$ cat config.mk
export PLATFORM = sky130hd
export DESIGN_NAME = stack_sequencer_flat
export DESIGN_NICKNAME = d
export VERILOG_FILES = /design/src/rtl/stack_ctrl_defs.sv /design/src/rtl/stack_sequencer_if.sv /design/src/rtl/stack_sequencer.sv /design/src/flat_wrapper.sv
export SDC_FILE = /design/constraint.sdc
export NUM_CORES = 1
export LEC_CHECK = 0
export CAP_MARGIN = 20
export CORE_MARGIN = 5
export CORE_UTILIZATION = 49
export CTS_CLUSTER_DIAMETER = 60
export DETAILED_ROUTE_END_ITERATION = 7
export PLACE_DENSITY = 0.86
export SYNTH_ARGS = -nofsm -noshare
export SYNTH_HDL_FRONTEND = slang
export SYNTH_SLANG_ARGS = --single-unit
$ cat constraint.sdc
create_clock -name clk -period 5.2 [get_ports clk]
set_clock_uncertainty 0.1 [all_clocks]
set_input_delay 0.52 -clock clk [delete_from_list [all_inputs] [get_ports clk]]
set_output_delay 0.52 -clock clk [all_outputs]
set_load 0.1 [all_outputs]
$ cat src/rtl/stack_ctrl_defs.sv
// Shared encodings for the stack sequencer and the stack pointer register:
// op codes, stack pointer control selects and sequencer FSM states.
package stack_ctrl_defs;

  localparam int unsigned OP_W   = 3;
  localparam int unsigned CTRL_W = 3;
  localparam int unsigned WORD_W = 16;
  localparam int unsigned PC_W   = 32;
  localparam int unsigned FLAG_W = 4;

  localparam logic [OP_W-1:0] OP_PUSH = 3'b000;
  localparam logic [OP_W-1:0] OP_POP  = 3'b001;
  localparam logic [OP_W-1:0] OP_CALL = 3'b010;
  localparam logic [OP_W-1:0] OP_RET  = 3'b011;
  localparam logic [OP_W-1:0] OP_INT  = 3'b100;
  localparam logic [OP_W-1:0] OP_RTI  = 3'b101;

  typedef enum logic [CTRL_W-1:0] {
    SP_HOLD = 3'b000,
    SP_INC1 = 3'b001,
    SP_DEC1 = 3'b011
  } sp_ctrl_e;

  typedef enum logic [1:0] {
    ST_IDLE    = 2'd0,
    ST_WRITE   = 2'd1,
    ST_READ    = 2'd2,
    ST_CAPTURE = 2'd3
  } state_e;

  function automatic logic op_legal(input logic [OP_W-1:0] op);
    return op <= OP_RTI;
  endfunction

  function automatic logic op_is_write(input logic [OP_W-1:0] op);
    return (op == OP_PUSH) || (op == OP_CALL) || (op == OP_INT);
  endfunction

  // Index of the last memory word an op touches (words are 0-based).
  function automatic logic [1:0] op_last_idx(input logic [OP_W-1:0] op);
    case (op)
      OP_CALL, OP_RET: return 2'd1;
      OP_INT, OP_RTI:  return 2'd2;
      default:         return 2'd0;
    endcase
  endfunction

endpackage

$ cat src/rtl/stack_sequencer_if.sv
// Word-wide data memory port driven by the stack sequencer.
interface stack_sequencer_if
  import stack_ctrl_defs::*;
#(
  parameter int unsigned SP_W = 32
);
  logic [SP_W-1:0]   mem_addr;
  logic              mem_wr;
  logic              mem_rd;
  logic [WORD_W-1:0] mem_wdata;
  logic [WORD_W-1:0] mem_rdata;

  modport master (output mem_addr, output mem_wr, output mem_rd, output mem_wdata,
                  input  mem_rdata);
  modport slave  (input  mem_addr, input  mem_wr, input  mem_rd, input  mem_wdata,
                  output mem_rdata);
endinterface

$ cat src/rtl/stack_sequencer.sv
// Multi-cycle stack sequencer: steps the stack pointer and memory word by word
// for PUSH/POP/CALL/RET/INT/RTI and stalls the pipeline until each op completes.
module stack_sequencer
  import stack_ctrl_defs::*;
#(
  parameter int unsigned SP_W = 32
) (
  input  logic               clk,
  input  logic               Rst,
  input  logic               op_valid,
  input  logic [OP_W-1:0]    op_code,
  input  logic [WORD_W-1:0]  push_data,
  input  logic [PC_W-1:0]    pc_in,
  input  logic [FLAG_W-1:0]  flags_in,
  input  logic [SP_W-1:0]    sp_value,
  stack_sequencer_if.master  mem,
  output logic [CTRL_W-1:0]  sp_ctrl,
  output logic               busy,
  output logic               stall_req,
  output logic               done,
  output logic [WORD_W-1:0]  pop_data,
  output logic [PC_W-1:0]    pc_out,
  output logic               pc_load,
  output logic [FLAG_W-1:0]  flags_out,
  output logic               flags_load
);

  state_e            state_q, state_d;
  logic [1:0]        idx_q, idx_d;
  logic [OP_W-1:0]   op_q;
  logic [PC_W-1:0]   pc_q;
  logic [FLAG_W-1:0] flags_q;
  logic [WORD_W-1:0] data_q;
  logic [WORD_W-1:0] pop_q;
  logic [PC_W-1:0]   pc_out_q;
  logic [FLAG_W-1:0] flags_out_q;

  logic              accept_c;
  sp_ctrl_e          ctrl_c;
  logic              wr_c, rd_c, done_c, pc_load_c, flags_load_c;
  logic [SP_W-1:0]   addr_c;
  logic [WORD_W-1:0] wdata_c;
  logic              store_c;
  logic [1:0]        rd_word_c, pc_word_c;

  always_ff @(posedge clk or posedge Rst) begin
    if (Rst) begin
      state_q <= ST_IDLE;
      idx_q   <= 2'd0;
    end else begin
      state_q <= state_d;
      idx_q   <= idx_d;
    end
  end

  always_comb begin
    state_d      = state_q;
    idx_d        = idx_q;
    accept_c     = 1'b0;
    ctrl_c       = SP_HOLD;
    wr_c         = 1'b0;
    rd_c         = 1'b0;
    addr_c       = sp_value;
    wdata_c      = '0;
    done_c       = 1'b0;
    pc_load_c    = 1'b0;
    flags_load_c = 1'b0;
    case (state_q)
      ST_IDLE: begin
        if (op_valid && op_legal(op_code)) begin
          accept_c = 1'b1;
          idx_d    = 2'd0;
          state_d  = op_is_write(op_code) ? ST_WRITE : ST_READ;
        end
      end
      ST_WRITE: begin
        wr_c   = 1'b1;
        ctrl_c = SP_DEC1;
        case (idx_q)
          2'd0:    wdata_c = (op_q == OP_PUSH) ? data_q : pc_q[PC_W-1:WORD_W];
          2'd1:    wdata_c = pc_q[WORD_W-1:0];
          default: wdata_c = WORD_W'(flags_q);
        endcase
        if (idx_q == op_last_idx(op_q)) begin
          done_c  = 1'b1;
          state_d = ST_IDLE;
        end else begin
          idx_d = idx_q + 2'd1;
        end
      end
      ST_READ: begin
        rd_c   = 1'b1;
        ctrl_c = SP_INC1;
        addr_c = sp_value + SP_W'(1);
        if (idx_q == op_last_idx(op_q)) begin
          state_d = ST_CAPTURE;
        end else begin
          idx_d = idx_q + 2'd1;
        end
      end
      ST_CAPTURE: begin
        done_c       = 1'b1;
        pc_load_c    = (op_q == OP_RET) || (op_q == OP_RTI);
        flags_load_c = (op_q == OP_RTI);
        state_d      = ST_IDLE;
      end
      default: state_d = ST_IDLE;
    endcase
  end

  // Read data lags its strobe by a cycle, so each store targets the previous word.
  assign store_c   = ((state_q == ST_READ) && (idx_q != 2'd0)) || (state_q == ST_CAPTURE);
  assign rd_word_c = (state_q == ST_CAPTURE) ? idx_q : idx_q - 2'd1;
  assign pc_word_c = rd_word_c - 2'(op_q == OP_RTI);

  always_ff @(posedge clk or posedge Rst) begin
    if (Rst) begin
      op_q        <= '0;
      pc_q        <= '0;
      flags_q     <= '0;
      data_q      <= '0;
      pop_q       <= '0;
      pc_out_q    <= '0;
      flags_out_q <= '0;
    end else begin
      if (accept_c) begin
        op_q    <= op_code;
        pc_q    <= pc_in;
        flags_q <= flags_in;
        data_q  <= push_data;
      end
      if (store_c) begin
        if (op_q == OP_POP) begin
          pop_q <= mem.mem_rdata;
        end else if ((op_q == OP_RTI) && (rd_word_c == 2'd0)) begin
          flags_out_q <= mem.mem_rdata[FLAG_W-1:0];
        end else if (pc_word_c == 2'd0) begin
          pc_out_q[WORD_W-1:0] <= mem.mem_rdata;
        end else begin
          pc_out_q[PC_W-1:WORD_W] <= mem.mem_rdata;
        end
      end
    end
  end

  assign mem.mem_addr  = addr_c;
  assign mem.mem_wr    = wr_c;
  assign mem.mem_rd    = rd_c;
  assign mem.mem_wdata = wdata_c;

  assign sp_ctrl    = ctrl_c;
  assign busy       = (state_q != ST_IDLE);
  assign stall_req  = busy | accept_c;
  assign done       = done_c;
  assign pc_load    = pc_load_c;
  assign flags_load = flags_load_c;
  assign flags_out  = flags_out_q;

  // The final word arrives during CAPTURE; forward it so results are valid with done.
  assign pop_data = ((state_q == ST_CAPTURE) && (op_q == OP_POP)) ? mem.mem_rdata : pop_q;
  assign pc_out   = ((state_q == ST_CAPTURE) && (op_q != OP_POP)) ?
                    {mem.mem_rdata, pc_out_q[WORD_W-1:0]} : pc_out_q;

endmodule

$ cat src/flat_wrapper.sv
// flat-port wrapper written by rule: the top's interface ports become plain ports
module stack_sequencer_flat import stack_ctrl_defs::*;
#(
  parameter int unsigned SP_W = 32
)
  (clk, Rst, op_valid, op_code, push_data, pc_in, flags_in, sp_value, sp_ctrl, busy, stall_req, done, pop_data, pc_out, pc_load, flags_out, flags_load, mem_mem_addr, mem_mem_wr, mem_mem_rd, mem_mem_wdata, mem_mem_rdata);
  stack_sequencer_if #(.SP_W(SP_W)) mem_i ();
  input  logic clk;
  input  logic Rst;
  input  logic op_valid;
  input  logic [OP_W-1:0] op_code;
  input  logic [WORD_W-1:0] push_data;
  input  logic [PC_W-1:0] pc_in;
  input  logic [FLAG_W-1:0] flags_in;
  input  logic [SP_W-1:0] sp_value;
  output logic [CTRL_W-1:0] sp_ctrl;
  output logic busy;
  output logic stall_req;
  output logic done;
  output logic [WORD_W-1:0] pop_data;
  output logic [PC_W-1:0] pc_out;
  output logic pc_load;
  output logic [FLAG_W-1:0] flags_out;
  output logic flags_load;
  output wire logic [$bits(mem_i.mem_addr)-1:0] mem_mem_addr;
  output wire logic [$bits(mem_i.mem_wr)-1:0] mem_mem_wr;
  output wire logic [$bits(mem_i.mem_rd)-1:0] mem_mem_rd;
  output wire logic [$bits(mem_i.mem_wdata)-1:0] mem_mem_wdata;
  input wire logic [$bits(mem_i.mem_rdata)-1:0] mem_mem_rdata;
  assign mem_mem_addr = mem_i.mem_addr;
  assign mem_mem_wr = mem_i.mem_wr;
  assign mem_mem_rd = mem_i.mem_rd;
  assign mem_mem_wdata = mem_i.mem_wdata;
  assign mem_i.mem_rdata = mem_mem_rdata;
  stack_sequencer #(.SP_W(SP_W)) u_core (.clk(clk), .Rst(Rst), .op_valid(op_valid), .op_code(op_code), .push_data(push_data), .pc_in(pc_in), .flags_in(flags_in), .sp_value(sp_value), .mem(mem_i), .sp_ctrl(sp_ctrl), .busy(busy), .stall_req(stall_req), .done(done), .pop_data(pop_data), .pc_out(pc_out), .pc_load(pc_load), .flags_out(flags_out), .flags_load(flags_load));
endmodule
# Word level (Yosys, flattened, before mapping)

Cells that the tools add are included.

Bits in registers: 111
Word-level logic and storage cells: 92

Bitwise gates (word level): 4
Multiplexer cells: 28
$lt $le $gt $ge: 1
Add/sub/neg operators: 4
Eq/ne operators: 19
Reduce and logical (&&, ||, !) cells: 26

Operators by type and width:

| cell                  | number |
|---|---|
| $mux 32               | 2 |
| $mux 16               | 3 |
| $add 32x1->32 const B | 1 |
| $pmux 16 s2           | 1 |
| $mux 2                | 10 |
| $reduce_and 4->1      | 3 |
| $eq 3x2->1 const B    | 3 |
| $eq 3x3->1 const B    | 3 |
| $logic_not 2->1       | 4 |
| $pmux 2 s2            | 2 |
| $pmux 2 s4            | 1 |
| $mux 1                | 7 |
| $logic_not 3->1       | 2 |
| $ne 2x1->1 const B    | 3 |
| $pmux 2 s3            | 1 |
| $reduce_and 3->1      | 2 |
| $logic_and 1x1->1     | 5 |
| $eq 2x1->1 const B    | 2 |
| $eq 2x2->1            | 2 |
| $eq 2x2->1 const B    | 2 |
| $logic_or 1x1->1      | 4 |
| $ne 2x2->1 const B    | 2 |
| $reduce_bool 2->1     | 2 |
| $reduce_or 2->1       | 2 |
| 11 further kinds      | 13 |

# Longest topological paths before layout

Gate-level depths: netlist of run 1.

Depth in word-level cells: 7
Gate-level depth with buffers: 8
Mapped depth without buffers: 6

# Least setup slack after synthesis of run 1

No wires, ideal clock.

Path type: reg-to-output
From: reg u_core.state_q[0]
To: out mem_mem_addr[29]
Slack: 693 ps
Arrival: 3887 ps
Stages on the path, launching flop included: 8
Required time: 4580 ps
Cells stage by stage: dfrtp_1 -> inv_1 -> ha_1 -> buf_2 -> nand4_1 -> nor2_1 -> nand4b_1 -> xnor2_1

Cells in the longest elaborated chain, start to end: 2

Ends and longest elaborated chain:

| element                | line                  | text |
|---|---|---|
| from (decl)            | stack_sequencer.sv:28 | `state_e state_q, state_d;` |
| from (signal assigned) | stack_sequencer.sv:51 | `state_q <= state_d;` |
| $eq 2x2->1             | stack_sequencer.sv:68 | `case (state_q)` |
| $mux 32                | stack_sequencer.sv:68 |  |
| to (decl)              | flat_wrapper.sv:25    | `output wire logic [$bits(mem_i.mem_addr)-1:0] mem_mem_addr;` |

No other way between the ends.

# Worst setup path in the final report of run 1

From: reg u_core.state_q[0]
To: out mem_mem_addr[15]

The elaborated chain is that of the path after synthesis.

==> metrics, run 1 <==
RePlAce Congestion=0.998; CP most frequent cell=nand4_1; cts hold-fix bufs=0; Syn Inst Count=just under 500; RSZ-0062 raised after global routing=false; clock sink total=around 110; Setup-failing EPs final=0; I/O Pins=216; layout cells sized above 1=0.271; clock root buffer=clkbuf_16; crit path kind=flip-flop to output port; max incr delay on CP=1160 ps; Synth top area share=0.455; I/O Buffers=214; Hold Crit Class=flip-flop to flip-flop; Starting Density=0.504; ys async rst share=1.00; # resized after CTS=0; Initial DRC Count=178; number of synthesized flops with an enable pin=0; vias per cell=about 5.4; arrival time worst endpoint=~3700 ps; Critical Path Start Type=flip-flop; Total Wirelength=approximately 16 mm; Final Max Tran Viols=0; CP max FO=11; largest net degree at the start of global routing=a little over 80; ys flop type=dfrtp_1; Synthesized Nets=602; Reg clk slew, reported paths=70 ps; Tot GR Track Use=0.218; vias in the first global route=4,953; Hold Startpoint=u_core.pc_out_q[30]$_DFFE_PP0P_; CTS tree=done; Pre-Repair DR Iteration Count=4; total grt overflow=0; die area=~15,000 um2; critical path cell sequence=inv_1 > ha_1 > nand4_1 > nor4_1 > nand4_1 > xnor2_1 > clkdlybuf4s50_1; first-pass GRT wire length=25.7 mm; Post-layout nets=792; # H-tree levels=3; commonest non-fill, non-tap cell in the layout=clkdlybuf4s50_1; WP data required=4580 ps; clock buffer depth=2; ranking of synthesized cells by area=dfrtp_1 (45%), mux2_2 (25%), xnor2_1 (3.7%); Max Freq=232 MHz; min cycle time layout=~4300 ps; YS warnings=0; Netlist cell types=47; Critical-path top delay cell=clkdlybuf4s50_1; Crit. End Element=output port; area grow syn2layout=39.9%; R2R Setup Slk=2160 ps; Die Ht=122 um; wire per inst=19.3 um; # diodes=0; DPL Wire Length=12.5 mm; initial antenna violation count=0; Die Wd=approximately 120 um; Worst slew margin=0.296; Antenna Nets Post-Route=0; Hold Vio Cnt, Final=0; Syn Std Cell Area=between 6000 and 7000 um2; sequential area share after synthesis=0.455; dominant cell type by area after synthesis=dfrtp_1; Mean Syn Cell Area=12.5 um2; Final Cycle Share=0.830; status=finished, final reports clean; Synth Register Bits=between 100 and 150; total CTS buffers=9; most frequent cells in the layout=clkdlybuf4s50_1 (201), mux2_2 (135), dfrtp_1 (111); row count=40; reg-to-reg startpoint=u_core.idx_q[0]$_DFFE_PP0P_; Clock Latency Late Sink=330 ps; Final TNS setup=0 ps; Post-CTS Setup Bufs=0; Worst-Margin Slew=1050 ps; crit path from=u_core.state_q[0]$_DFFE_PP0P_; Max Cap Viol=0; DRC violations left=0; vias post-DR=4,580; core area=12,100 um2
-- cells in the mapped netlist (all sizes together), types with 3 or more instances --
library cell	number
mux2i	3
nor2b	13
ha	7
a22oi	16
o21ai	4
and3	6
dfrtp	111
xnor2	26
nor2	11
nand3	11
xor2	7
nand4	12
buf	29
nand2	22
and4	3
nand4b	3
mux2	158
nor4	4
inv	9
clkbuf	10
a21boi	4
-- cell families after synthesis --
family                     Yosys count  synth area share
AOI/OAI and AO/OA                   32            0.0428
muxes                              161             0.303
other                                1          0.000614
and+or+nand+nor                     96            0.0902
xor gates and xnor gates            33            0.0473
adders and majority gates            7            0.0143
DFF                                111             0.455
buffers and inverters               48            0.0467
-- path summary, 6_finish.rpt --
kind	endpoint	cells past startpoint
setup / recovery	mem_mem_addr[15]	7
setup reg to reg	u_core.pc_out_q[27]$_DFFE_PP0P_	6
hold reg to reg	u_core.pc_out_q[30]$_DFFE_PP0P_	1
min in group asynchronous	u_core.pc_out_q[5]$_DFFE_PP0P_	2
hold / removal	u_core.pc_out_q[30]$_DFFE_PP0P_	1
max in group asynchronous	u_core.pop_q[0]$_DFFE_PP0P_	4
-- worst max-delay path, delay by kind of cell, from the launching register on --
| family | cells | cell delay [ps] |
|---|---|---|
| buffers and inverters | 2 | 1260 |
| AND/OR/NAND/NOR | 3 | 1120 |
| flip-flops | 1 | 410 |
| adder cells (fa/ha/maj) | 1 | 390 |
| XOR/XNOR | 1 | 180 |
-- through the flow --
step           hold slack [ps]  cells  worst slack (ps)  cell area, um2   util
6_report                   382    851               884            8540  0.705
5_1_grt                    409    851               651            8540  0.705
4_1_cts                    388    850               917            8520  0.703
3_5_place_dp               372    835              1070            8210  0.678
3_3_place_gp               363    835              1200            8210  0.678
2_1_floorplan              352    489               693            6110      -
-- metal layers --
metal	GRT usage	up-vias	wire, um
met1	0.249	2254	6200
met5	0	-	0
met2	0.392	166	8620
met4	0.0959	0	542
li1	-	2123	-
met3	0.0483	37	1050
-- registers in the layout, indices dropped and copies added, names as in the netlist --
name	count
u_core.pc_out_q	32
u_core.pop_q	16
u_core.pc_q	32
u_core.op_q	3
u_core.flags_out	4
u_core.state_q	2
u_core.idx_q	2
u_core.flags_q	4
u_core.data_q	16
-- layout make-up --
| class | instances | area [um2] |
|---|---|---|
| Fill cell | 885 | 3570 |
| Multi-Input combinational cell | 330 | 3050 |
| Sequential cell | 111 | 2780 |
| Timing Repair Buffer | 218 | 2160 |
| Clock buffer | 12 | 236 |
| Tap cell | 168 | 210 |
| Clock inverter | 3 | 68.8 |
| Inverter | 9 | 36.3 |
Power of run 1 is not shown: default switching activity piles up to over one toggle a cycle in this logic, so the estimate is an artifact.
==> run 2: changes to the inputs <==
Settings changed: CORE_UTILIZATION 49 to 46, PLACE_DENSITY 0.86 to 0.82.
Clock period 5.2 ns to 4.4 ns, I/O delays scaled along.
==> metrics, run 2 (same netlist as run 1, synthesis figures left out) <==
CP max FO=11; die area=15,700 um2; Critical Path Start Type=flip-flop; Die Ht=approximately 130 um; row count=42; I/O Pins=216; crit path kind=flip-flop to output port; R2R depth=6; RSZ-0062 raised after global routing=false; clock root buffer=clkbuf_16; multi-input gate area in the final layout=between 3000 and 4000 um2; initial antenna violation count=0; Max Freq=288 MHz; first-pass GRT wire length=26.6 mm; Initial DRC Count=156; DPL Wire Length=12.5 mm; CTS tree=done; Clock Latency Late Sink=340 ps; Final Cycle Share=0.789; Hold Vio Cnt, Final=0; Setup-failing EPs final=0; Hold Crit Class=primary input to asynchronous set/reset pin; # diodes=0; Final Max Tran Viols=0; Starting Density=0.465; # fillers=1,006; RePlAce Congestion=0.933; clock sink total=between 100 and 150; reg-to-reg startpoint=u_core.idx_q[0]$_DFFE_PP0P_; worst r2r dst=u_core.pc_out_q[18]$_DFFE_PP0P_; Worst-Margin Slew=1020 ps; Die Wd=125 um; total CTS buffers=9; clock buffer depth=2; Final TNS setup=0 ps; core area=13,100 um2; layout cells sized above 1=0.376; Worst slew margin=0.316; Tot GR Track Use=0.209; area grow syn2layout=40.8%; WP data required=roughly 3900 ps; fin cells=862; Pre-Repair DR Iteration Count=4; status=finished, final reports clean; vias post-DR=~4,600; # resized after CTS=0; arrival time worst endpoint=2930 ps; R2R Setup Slk=1340 ps; Crit. End Element=output port; vias in the first global route=about 5,000; Cells after DPL=about 850; I/O Buffers=214; Total Wirelength=around 16 mm; most frequent cells in the layout=clkdlybuf4s50_1 (137), mux2_2 (135), dfrtp_1 (111); largest net degree at the start of global routing=49; DRC violations left=0; crit path from=u_core.state_q[0]$_DFFE_PP0P_; # H-tree levels=3; biggest regs=u_core.pc_out_q: 32 flops, u_core.pc_q: 32 flops; cell area after layout=8600 um2; Post-layout nets=794; vias per cell=between 5 and 6; crit path to=mem_mem_addr[3]; commonest non-fill, non-tap cell in the layout=clkdlybuf4s50_1; cts hold-fix bufs=0; Reg clk slew, reported paths=80 ps; Antenna Nets Post-Route=0; total grt overflow=0; Max Cap Viol=0; register area=about 2800 um2; Post-CTS Setup Bufs=0; wire per inst=18.9 um; Placed Instance Area=8280 um2; min cycle time layout=~3500 ps
==> run 2: cell count changes in the layout (fill, tap and decap cells not counted) <==
cell | previous run | this run
clkbuf_1 | 3 | 2
nor4_1 | 3 | 4
buf_16 | 1 | 0
buf_4 | 16 | 70
clkdlybuf4s50_1 | 201 | 137
clkinv_4 | 1 | 0
buf_12 | 0 | 13
nor4_2 | 1 | 0
xnor2_2 | 0 | 6
clkinvlp_4 | 0 | 3
xnor2_1 | 26 | 20
==> run 2: per-layer routing <==
layer | GRT usage | vias up | wire length, um
li1 | - | 2127 | -
met5 | 0 | - | 0
met1 | 0.250 | 2321 | 6480
met2 | 0.372 | 168 | 8420
met3 | 0.0456 | 24 | 1030
met4 | 0.0727 | 0 | 373
==> run 2: worst max-delay path, cell delays in order (launching register included) <==
cell	delay, ps
dfrtp_1	410
inv_1	100
ha_1	390
nand4_1	300
xnor2_1	240
clkdlybuf4s50_1	1160
==> run 2: final cells by class <==
cell class,instances,area share
clock buffers,11,0.0271
clock inverters,5,0.00960
inverters,9,0.00422
multi-input cells,330,0.360
flip-flops and latches,111,0.323
well taps,176,0.0256
repair buffers,220,0.251
==> run 2: metrics by stage <==
step | setup slack, ps | util | hold WS [ps]
after floorplan | 6.12 | - | 352
after global placement | 1270 | 0.631 | 362
after detailed placement | 1230 | 0.631 | 372
after CTS | 895 | 0.655 | 368
after global routing | 763 | 0.655 | 407
final | 926 | 0.655 | 364
==> run 2: worst min-delay path by stage <==
stage                                         start                               to  slack, ps
floorplan           u_core.pc_out_q[16]$_DFFE_PP0P_  u_core.pc_out_q[16]$_DFFE_PP0P_        350
global placement    u_core.pc_out_q[16]$_DFFE_PP0P_  u_core.pc_out_q[16]$_DFFE_PP0P_        360
detailed placement  u_core.pc_out_q[16]$_DFFE_PP0P_  u_core.pc_out_q[16]$_DFFE_PP0P_        370
CTS                                             Rst   u_core.pc_out_q[6]$_DFFE_PP0P_        370
global route                                    Rst   u_core.pc_out_q[6]$_DFFE_PP0P_        410
finish                                          Rst   u_core.pc_out_q[6]$_DFFE_PP0P_        360
Power of run 2 is left out for the same reason.
